## config.mk

```make
export PLATFORM = sky130hd
export DESIGN_NAME = store_buffer_flat
export DESIGN_NICKNAME = d
export VERILOG_FILES = /design/src/rtl/store_buffer_if.sv /design/src/rtl/store_buffer.sv /design/src/flat_wrapper.sv
export SDC_FILE = /design/constraint.sdc
export NUM_CORES = 1
export LEC_CHECK = 0
export ABC_AREA = 0
export BUFFER_PORTS_ARGS = -buffer_cell sky130_fd_sc_hd__buf_2
export CORE_AREA = 3 3 200 202
export CTS_CLUSTER_DIAMETER = 60
export DETAILED_ROUTE_END_ITERATION = 8
export DIE_AREA = 0 0 203 205
export GPL_ROUTABILITY_DRIVEN = 1
export GPL_TIMING_DRIVEN = 0
export PLACE_DENSITY = 0.83
export SLEW_MARGIN = 20
export SYNTH_ARGS = -nofsm -noshare
export SYNTH_HDL_FRONTEND = slang
export SYNTH_SLANG_ARGS = --single-unit
```

## constraint.sdc

```tcl
create_clock -name clk -period 6.2 [get_ports clk]
set_clock_uncertainty 0.05 [all_clocks]
set_input_delay 1.86 -clock clk [delete_from_list [all_inputs] [get_ports clk]]
set_output_delay 1.86 -clock clk [all_outputs]
set_load 0.01 [all_outputs]
```

## src/rtl/store_buffer_if.sv

```systemverilog
`default_nettype none
// ============================================================================
// Module      : store_buffer_if
// Description : Enqueue, drain, status and forwarding bundle for store_buffer.
// Revision    : 1.0 - initial release
// ============================================================================
interface store_buffer_if #(
    parameter int DEPTH    = 4,
    parameter int PTR_BITS = 2
);
    logic                enq_valid;
    logic [31:0]         enq_addr;
    logic [31:0]         enq_data;
    logic [3:0]          enq_byte_en;

    logic                sb_full;
    logic                sb_empty;
    logic [PTR_BITS:0]   sb_count;

    logic                drain_ready;
    logic                drain_valid;
    logic [31:0]         drain_addr;
    logic [31:0]         drain_data;
    logic [3:0]          drain_byte_en;

    logic [31:0]         ld_addr;
    logic [3:0]          fwd_byte_en;
    logic [31:0]         fwd_data;
    logic                fwd_full;

    // D-cache side
    modport master (
        output enq_valid, enq_addr, enq_data, enq_byte_en, drain_ready, ld_addr,
        input  sb_full, sb_empty, sb_count, drain_valid, drain_addr, drain_data,
               drain_byte_en, fwd_byte_en, fwd_data, fwd_full
    );

    // Buffer side
    modport slave (
        input  enq_valid, enq_addr, enq_data, enq_byte_en, drain_ready, ld_addr,
        output sb_full, sb_empty, sb_count, drain_valid, drain_addr, drain_data,
               drain_byte_en, fwd_byte_en, fwd_data, fwd_full
    );
endinterface
`default_nettype wire

```

## src/rtl/store_buffer.sv

```systemverilog
`default_nettype none
// ============================================================================
// Module      : store_buffer
// Description : In-order committed-store FIFO with store-to-load byte forwarding.
// Revision    : 1.0 - initial release
// ============================================================================
module store_buffer #(
    parameter int DEPTH    = 4,
    parameter int PTR_BITS = 2
) (
    input  wire logic      clk,
    input  wire logic      reset,
    store_buffer_if.slave  sb
);

    localparam logic [PTR_BITS:0]   c_FULL_COUNT = (PTR_BITS+1)'(DEPTH);
    localparam logic [PTR_BITS:0]   c_CNT_ONE    = (PTR_BITS+1)'(1);
    localparam logic [PTR_BITS-1:0] c_PTR_ONE    = PTR_BITS'(1);

    logic [DEPTH-1:0]    r_valid;
    logic [29:0]         r_waddr [DEPTH];
    logic [31:0]         r_data  [DEPTH];
    logic [3:0]          r_be    [DEPTH];
    logic [PTR_BITS-1:0] r_head;
    logic [PTR_BITS-1:0] r_tail;
    logic [PTR_BITS:0]   r_count;

    logic                w_full;
    logic                w_empty;
    logic                w_enq;
    logic                w_deq;
    logic [PTR_BITS-1:0] w_fwd_idx;
    logic [3:0]          w_fwd_be;
    logic [31:0]         w_fwd_data;
    logic                w_unused;

    // Byte offsets only select lanes; entries are keyed by word address.
    assign w_unused = ^{sb.enq_addr[1:0], sb.ld_addr[1:0]};

    assign w_full  = (r_count == c_FULL_COUNT);
    assign w_empty = (r_count == '0);
    assign w_enq   = sb.enq_valid && !w_full && (sb.enq_byte_en != 4'b0000);
    assign w_deq   = !w_empty && sb.drain_ready;

    always_ff @(posedge clk or negedge reset) begin
        if (!reset) begin
            r_valid <= '0;
            r_head  <= '0;
            r_tail  <= '0;
            r_count <= '0;
            for (int i = 0; i < DEPTH; i++) begin
                r_waddr[i] <= '0;
                r_data[i]  <= '0;
                r_be[i]    <= '0;
            end
        end else begin
            // Full/empty gating keeps head and tail slots distinct when both fire.
            if (w_enq) begin
                r_valid[r_tail] <= 1'b1;
                r_waddr[r_tail] <= sb.enq_addr[31:2];
                r_data[r_tail]  <= sb.enq_data;
                r_be[r_tail]    <= sb.enq_byte_en;
                r_tail          <= r_tail + c_PTR_ONE;
            end
            if (w_deq) begin
                r_valid[r_head] <= 1'b0;
                r_head          <= r_head + c_PTR_ONE;
            end
            case ({w_enq, w_deq})
                2'b10:   r_count <= r_count + c_CNT_ONE;
                2'b01:   r_count <= r_count - c_CNT_ONE;
                default: r_count <= r_count;
            endcase
        end
    end

    assign sb.sb_full       = w_full;
    assign sb.sb_empty      = w_empty;
    assign sb.sb_count      = r_count;
    assign sb.drain_valid   = !w_empty;
    assign sb.drain_addr    = w_empty ? 32'h0 : {r_waddr[r_head], 2'b00};
    assign sb.drain_data    = w_empty ? 32'h0 : r_data[r_head];
    assign sb.drain_byte_en = w_empty ? 4'h0  : r_be[r_head];

    // Walk oldest to youngest relative to head so later writers overwrite lanes.
    always_comb begin
        w_fwd_be   = 4'h0;
        w_fwd_data = 32'h0;
        w_fwd_idx  = r_head;
        for (int k = 0; k < DEPTH; k++) begin
            w_fwd_idx = r_head + PTR_BITS'(k);
            if (r_valid[w_fwd_idx] && (r_waddr[w_fwd_idx] == sb.ld_addr[31:2])) begin
                for (int b = 0; b < 4; b++) begin
                    if (r_be[w_fwd_idx][b]) begin
                        w_fwd_be[b]          = 1'b1;
                        w_fwd_data[8*b +: 8] = r_data[w_fwd_idx][8*b +: 8];
                    end
                end
            end
        end
    end

    assign sb.fwd_byte_en = w_fwd_be;
    assign sb.fwd_data    = w_fwd_data;
    assign sb.fwd_full    = (w_fwd_be == 4'hF);

endmodule
`default_nettype wire

```

## src/flat_wrapper.sv

```systemverilog
// flat-port wrapper written by rule: the top's interface ports become plain ports
module store_buffer_flat 
#(
    parameter int DEPTH    = 4,
    parameter int PTR_BITS = 2
)
  (clk, reset, sb_enq_valid, sb_enq_addr, sb_enq_data, sb_enq_byte_en, sb_drain_ready, sb_ld_addr, sb_sb_full, sb_sb_empty, sb_sb_count, sb_drain_valid, sb_drain_addr, sb_drain_data, sb_drain_byte_en, sb_fwd_byte_en, sb_fwd_data, sb_fwd_full);
  store_buffer_if #(.DEPTH(DEPTH), .PTR_BITS(PTR_BITS)) sb_i ();
  input  wire logic clk;
  input  wire logic reset;
  input wire logic [$bits(sb_i.enq_valid)-1:0] sb_enq_valid;
  input wire logic [$bits(sb_i.enq_addr)-1:0] sb_enq_addr;
  input wire logic [$bits(sb_i.enq_data)-1:0] sb_enq_data;
  input wire logic [$bits(sb_i.enq_byte_en)-1:0] sb_enq_byte_en;
  input wire logic [$bits(sb_i.drain_ready)-1:0] sb_drain_ready;
  input wire logic [$bits(sb_i.ld_addr)-1:0] sb_ld_addr;
  output wire logic [$bits(sb_i.sb_full)-1:0] sb_sb_full;
  output wire logic [$bits(sb_i.sb_empty)-1:0] sb_sb_empty;
  output wire logic [$bits(sb_i.sb_count)-1:0] sb_sb_count;
  output wire logic [$bits(sb_i.drain_valid)-1:0] sb_drain_valid;
  output wire logic [$bits(sb_i.drain_addr)-1:0] sb_drain_addr;
  output wire logic [$bits(sb_i.drain_data)-1:0] sb_drain_data;
  output wire logic [$bits(sb_i.drain_byte_en)-1:0] sb_drain_byte_en;
  output wire logic [$bits(sb_i.fwd_byte_en)-1:0] sb_fwd_byte_en;
  output wire logic [$bits(sb_i.fwd_data)-1:0] sb_fwd_data;
  output wire logic [$bits(sb_i.fwd_full)-1:0] sb_fwd_full;
  assign sb_i.enq_valid = sb_enq_valid;
  assign sb_i.enq_addr = sb_enq_addr;
  assign sb_i.enq_data = sb_enq_data;
  assign sb_i.enq_byte_en = sb_enq_byte_en;
  assign sb_i.drain_ready = sb_drain_ready;
  assign sb_i.ld_addr = sb_ld_addr;
  assign sb_sb_full = sb_i.sb_full;
  assign sb_sb_empty = sb_i.sb_empty;
  assign sb_sb_count = sb_i.sb_count;
  assign sb_drain_valid = sb_i.drain_valid;
  assign sb_drain_addr = sb_i.drain_addr;
  assign sb_drain_data = sb_i.drain_data;
  assign sb_drain_byte_en = sb_i.drain_byte_en;
  assign sb_fwd_byte_en = sb_i.fwd_byte_en;
  assign sb_fwd_data = sb_i.fwd_data;
  assign sb_fwd_full = sb_i.fwd_full;
  store_buffer #(.DEPTH(DEPTH), .PTR_BITS(PTR_BITS)) u_core (.clk(clk), .reset(reset), .sb(sb_i));
endmodule
```

# [After elaboration in Yosys (flattened, before gate mapping)]
# Index checks and enable logic that the tools add are counted.
[classes] add_sub_neg=6 order_cmp=13 n_eq_ne=8 mux=103 n_bitwise=8 reduce_logical=15
[op_table] op="32-bit two-way mux" count=15
[op_table] op="30-bit two-way mux" count=9
[op_table] op="32-bit binary-select mux with 2-bit select" count=4
[op_table] op="30-bit binary-select mux with 2-bit select" count=4
[op_table] op="128-bit bitwise mux" count=1
[op_table] op="8-bit two-way mux" count=16
[op_table] op="120-bit bitwise mux" count=1
[op_table] op="30-bit equality test" count=4
[op_table] op="32-bit demux with 2-bit select" count=1
[op_table] op="4-bit two-way mux" count=16
[op_table] op="30-bit demux with 2-bit select" count=1
[op_table] op="4-bit binary-select mux with 2-bit select" count=4
[op_table] op="1-bit two-way mux" count=22
[op_table] op="16-bit bitwise mux" count=1
[op_table] op="3-bit greater-or-equal comparator (second input constant)" count=5
[op_table] op="2-bit by 3-bit less-than comparator with 1-bit output (second input constant)" count=5
[op_table] op="2-bit inverter with 3-bit output" count=5
[op_table] op="1-bit logical AND" count=10
[op_table] op="1-bit binary-select mux with 2-bit select" count=4
[op_table] op="4-bit demux with 2-bit select" count=1
[op_table] op="3-bit one-hot mux with 2 select lines" count=1
[op_table] op="2-bit by 1-bit adder with 2-bit output (second input constant)" count=2
[op_table] op="2-bit adder (second input constant)" count=2
[op_table] op="4-bit bitwise AND" count=1
[op_table] op="15 further kinds" count=18
[totals] ff_bits=275

# [Logic depth before layout (Yosys ltp)]
[logic_depth] word_depth=14 depth_mapped=20 depth_no_buf=10

# [Worst setup path before layout]
# No wires, ideal clock.
[synth_timing] path_kind="register -> output" startpoint="register u_core.r_head[0]" endpoint="output port sb_fwd_data[10]" arrival_time_ns=4.386 required_time_ns=4.290 slack_ns=-0.096 path_stages_with_launch=19 cell_sequence="dfrtp_1 buf_6 buf_12 inv_1 buf_4 buf_2 buf_1 ha_1 buf_4 buf_6 buf_4 buf_2 o32ai_1 o211ai_1 o21ai_0 o2111ai_4 nor3_4 nor3_2 a221oi_1"
[synth_rtl] item="start, declared" line_no="store_buffer.sv:24" source="logic [PTR_BITS-1:0] r_head;"
[synth_rtl] item="start signal, assigned" line_no="store_buffer.sv:67" source="r_head <= r_head + c_PTR_ONE;"
[synth_rtl] item="2-bit adder (*)" line_no="store_buffer.sv:91" source="w_fwd_idx = r_head + PTR_BITS'(k);"
[synth_rtl] item="via u_core.w_fwd_idx[0]" line_no="store_buffer.sv:32" source="logic [PTR_BITS-1:0] w_fwd_idx;"
[synth_rtl] item="2-bit inverter with 3-bit output (implied by the code)" line_no="store_buffer.sv:92, store_buffer.sv:94, store_buffer.sv:96"
[synth_rtl] item="30-bit binary-select mux with 2-bit select" line_no="store_buffer.sv:92" source="if (r_valid[w_fwd_idx] && (r_waddr[w_fwd_idx] == sb.ld_addr[31:2])) begin"
[synth_rtl] item="30-bit two-way mux (implied by the code) (2 in a row)" line_no="store_buffer.sv:92"
[synth_rtl] item="30-bit equality test" line_no="store_buffer.sv:92"
[synth_rtl] item="1-bit logical AND" line_no="store_buffer.sv:92"
[synth_rtl] item="32-bit two-way mux (*)" line_no="store_buffer.sv:92"
[synth_rtl] item="end, declared" line_no="flat_wrapper.sv:25" source="output wire logic [$bits(sb_i.fwd_data)-1:0] sb_fwd_data;"
# The timed path passes the listed nets; every way through them passes the cells marked *. The select of a mux whose other input is x is not followed.

# [Worst setup path in the final report]
[layout_timing] startpoint="register u_core.r_head[0]" endpoint="output port sb_fwd_data[15]"
# The elaborated chain is that of the path after synthesis.

==> summary.md <==
| Metric | Value |
|---|---|
| Critical Path Start | u_core.r_head[0] |
| Hold path startpoint | u_core.sb.sb_count[2] |
| Most instantiated cells after synthesis | 279 x sky130_fd_sc_hd__mux2_2, 275 x sky130_fd_sc_hd__dfrtp_1, 200 x sky130_fd_sc_hd__mux4_2 |
| Post-synthesis average cell area | 12.9 um^2 |
| Chip Height | 205 um |
| Number of vias after detailed routing | 18.1k |
| Buffer cell driving the clock tree root | sky130_fd_sc_hd__clkbuf_16 |
| Sum of net half-perimeters after detailed placement | 57,400 um |
| Data arrival time at the worst-slack endpoint | 5.19 ns |
| Worst endpoint required time | 4.29 ns |
| DRT antenna net count | 0 |
| Warnings, synthesis | 0 |
| CTS clk-pin slew, worst paths | 0.06 ns |
| Total standard cell area after synthesis | 21,000 um^2 |
| Largest net degree at the start of global routing | 86 |
| Library cell with the largest summed area after synthesis | sky130_fd_sc_hd__dfrtp_1 |
| Worst slew slack as a fraction of its limit | 0.188 |
| Proportion of layout cells with a drive suffix above 1 | 0.521 |
| Portion of total power attributed to the clock network | 0.111 |
| Antenna violations before repair | 2 |
| Overflow left after global routing | 0 |
| Wire length per cell | 33.1 um |
| Cells traversed along the worst timing path | buf_8 -> buf_12 -> clkinvlp_4 -> buf_8 -> buf_12 -> buf_12 -> ha_4 -> buf_12 -> buf_12 -> buf_12 -> buf_4 -> mux2i_1 -> o22ai_1 -> nor4_2 -> o2111ai_4 -> buf_12 -> o32ai_4 -> buf_12 -> a221oi_1 -> a221oi_1 -> buf_2 |
| Initial Util | 0.546 |
| Class of the tightest hold or removal check | reg -> reg |
| Count of antenna diodes in the layout | 0 |
| Core region area | 38,500 um^2 |
| Startpoint class of the critical path | flip-flop |
| Switching power total | ~8900 uW |
| Setup repair after global routing missed its margin | yes |
| Comb power frac | 0.677 |
| PnR worst setup slack | -0.902 ns |
| Critical Path Fanout Max | 9 |
| Wirelength, routed | 82,900 um |
| Num ports | roughly 220 |
| Largest buffer count on any clock path | 3 |
| Switching Fraction | 0.457 |
| Power Internal | approximately 11,000 uW |
| Type of the worst setup path | reg -> out |
| Top-area cell type share of the netlist area | 0.328 |
| Final weighted congestion in routability-driven placement | 1.04 |
| Setup slack, reg-to-reg | 2.28 ns |
| Crit path top cell by count | sky130_fd_sc_hd__buf_12 |
| Number of distinct library cells after synthesis | between 60 and 70 |
| Max Slew Vio Count | 0 |
| Shortest period the worst path allows | between 7 and 8 ns |
| Maximum Capacitance Violations | 0 |
| Gate count after technology mapping | 1,630 |
| Max Clock Freq | 0.141 GHz |
| Cell with the most instances after synthesis | sky130_fd_sc_hd__mux2_2 |
| Final count of negative-setup-slack endpoints | 40 |
| Combined global-route utilization of all metal layers | 0.384 |
| Maximum resistive drop on vdd | 0.000369 V |
| Port bufs | around 190 |
| CTS HTree Levels | 2 |
| Total power divided by cell area | 741 nW/um^2 |
| Leakage power | 0.0110 uW |
| Number of nets in the final layout | 2,071 |
| Detailed-route vias per instance | 7.25 |
| Critical path's largest stage delay | 0.48 ns |
| Hold Vio Cnt, Final | 0 |
| Final total power | 19,400 uW |
| Flops & latches, synth | between 200 and 300 |
| TritonCTS clock tree | built |
| Die W | roughly 200 um |
| Sequential cell area fraction in the yosys report | 0.328 |
| Row Count | 72 |
| Top post-synthesis cells by area | sky130_fd_sc_hd__dfrtp_1 33%, sky130_fd_sc_hd__mux4_2 21%, sky130_fd_sc_hd__mux2_2 15%, sky130_fd_sc_hd__mux2i_1 5.6%, sky130_fd_sc_hd__xnor2_1 3.1% |
| Starting DRT DRC Count | 2,381 |
| Startpoint of the worst register-to-register path | u_core.r_head[0] |
| Outcome | complete, but fails checks |
| Number of buffers inserted during clock tree synthesis | 36 |
| Kind of cell with the highest combined delay on the critical path | buffers and inverters |
| FILL cells | 2,581 |
| Number of remaining DRC errors | 0 |
| Initial DRT Pass Iterations | 8 |
| Post-Place Setup Slack | -2.11 ns |
| Portion of the clock cycle consumed by the worst path in the final layout | 1.15 |
| Prevailing post-synth register cell | sky130_fd_sc_hd__dfrtp_1 |
| First-pass GRT wire length | 118,000 um |
| WP buf/inv | 13 |
| Source-to-sink clock delay at the later pin of the worst-skew pair | 0.57 ns |
| Async set or reset register ratio after synthesis | 1.00 |
| Vias in the first global route | 17.7k |
| Actual transition at the worst max-transition pin | 1.22 ns |
| Die Area | 41,600 um^2 |
| Layout-stage area growth over the synthesis result | 24.9% |
| CP max-delay cell | sky130_fd_sc_hd__mux2i_1 |
| Flop pwr share | 0.212 |
| Critical path capture point type | output pin |
| Violations in the final reports | negative setup slack |
| Post-synth EDFFs | 0 |
| CTS sink cnt | 275 |
## final timing paths
| kind | end | cells after the start |
|---|---|---|
| setup / recovery | sb_fwd_data[15] | 21 |
| hold / removal | u_core.sb.sb_count[2] | 1 |
| setup reg to reg | u_core.r_head[1] | 17 |
| hold reg to reg | u_core.sb.sb_count[2] | 1 |
| max in group asynchronous | u_core.r_waddr[87] | 3 |
| min in group asynchronous | u_core.r_data[105] | 1 |
## layout by cell type (no fill, tap or decap), drive strengths merged, types with 20 or more instances in the layout
master  synthesis  final
o21ai          23     23
xnor2          75     75
clkbuf         58    114
buf            81    362
nor2           20     20
inv            87     90
xor2           36     36
mux4          208    208
mux2i         117    117
a221oi         67     67
and2           55     55
nand2          46     46
dfrtp         275    275
mux2          279    279
## timing repair
item,in CTS,in global routing
pin swaps,32,35
resized for setup,168,99
setup endpoints to repair,76,68
setup buffers,46,46
cloned,1,5
hold buffers,0,0
## registers in the layout (all words and copies together), names as in the netlist
register,cells
u_core.r_be,16
u_core.r_data,128
u_core.r_head,2
u_core.r_tail,2
u_core.r_valid,4
u_core.r_waddr,120
u_core.sb.sb_count,3
## layout make-up
type	count	area, um^2	share of cell area
plain buffers	138	1060	0.0406
clock buffers	51	1030	0.0392
clock inverters	15	209	0.00797
inverters	87	334	0.0127
multi-input cells	1130	14000	0.533
flip-flops and latches	275	6880	0.262
well taps	518	648	0.0247
repair buffers	289	2080	0.0792
## power by group through the flow
stage,clock network (uW),registers [uW],logic [uW]
CTS,2170,3970,11900
detailed placement,0,3970,10900
global placement,0,3820,10700
finish,2160,4110,13200
floorplan,0,3470,7890
global route,2260,4190,13600
## logic make-up (layout without fill, tap and decap cells)
logic type | Yosys count | after routing | synth area share
flip-flops | 275 | 275 | 0.328
other | 1 | 2 | 0.000179
buffers and inverters | 226 | 580 | 0.0525
XOR/XNOR | 111 | 111 | 0.0463
adder cells (fa/ha/maj) | 10 | 10 | 0.00632
AO/OA/AOI/OAI | 187 | 187 | 0.0786
multiplexers | 604 | 604 | 0.430
AND/OR/NAND/NOR | 216 | 216 | 0.0584
## layer usage
metal / GRT usage / share of wire / up-vias
met2: 0.561 / 0.44 / 1600
met5: 0 / 0.00031 / -
met3: 0.112 / 0.14 / 305
met4: 0.176 / 0.052 / 4
met1: 0.535 / 0.37 / 9175
li1: - / - / 7058
## per-stage QoR
stage          cell area (um^2)  setup TNS (ns)  cells  hold WS [ns]   util
2_1_floorplan             21000               0   1631         0.470      -
3_3_place_gp              22600         -487.04   2341         0.445  0.588
3_5_place_dp              22700          -71.39   2344         0.457  0.590
4_1_cts                   25200          -23.90   2455         0.470  0.655
5_1_grt                   26200          -27.55   2503         0.489  0.682
6_report                  26200          -27.41   2503         0.468  0.682
(Power assumes the default switching activity.)
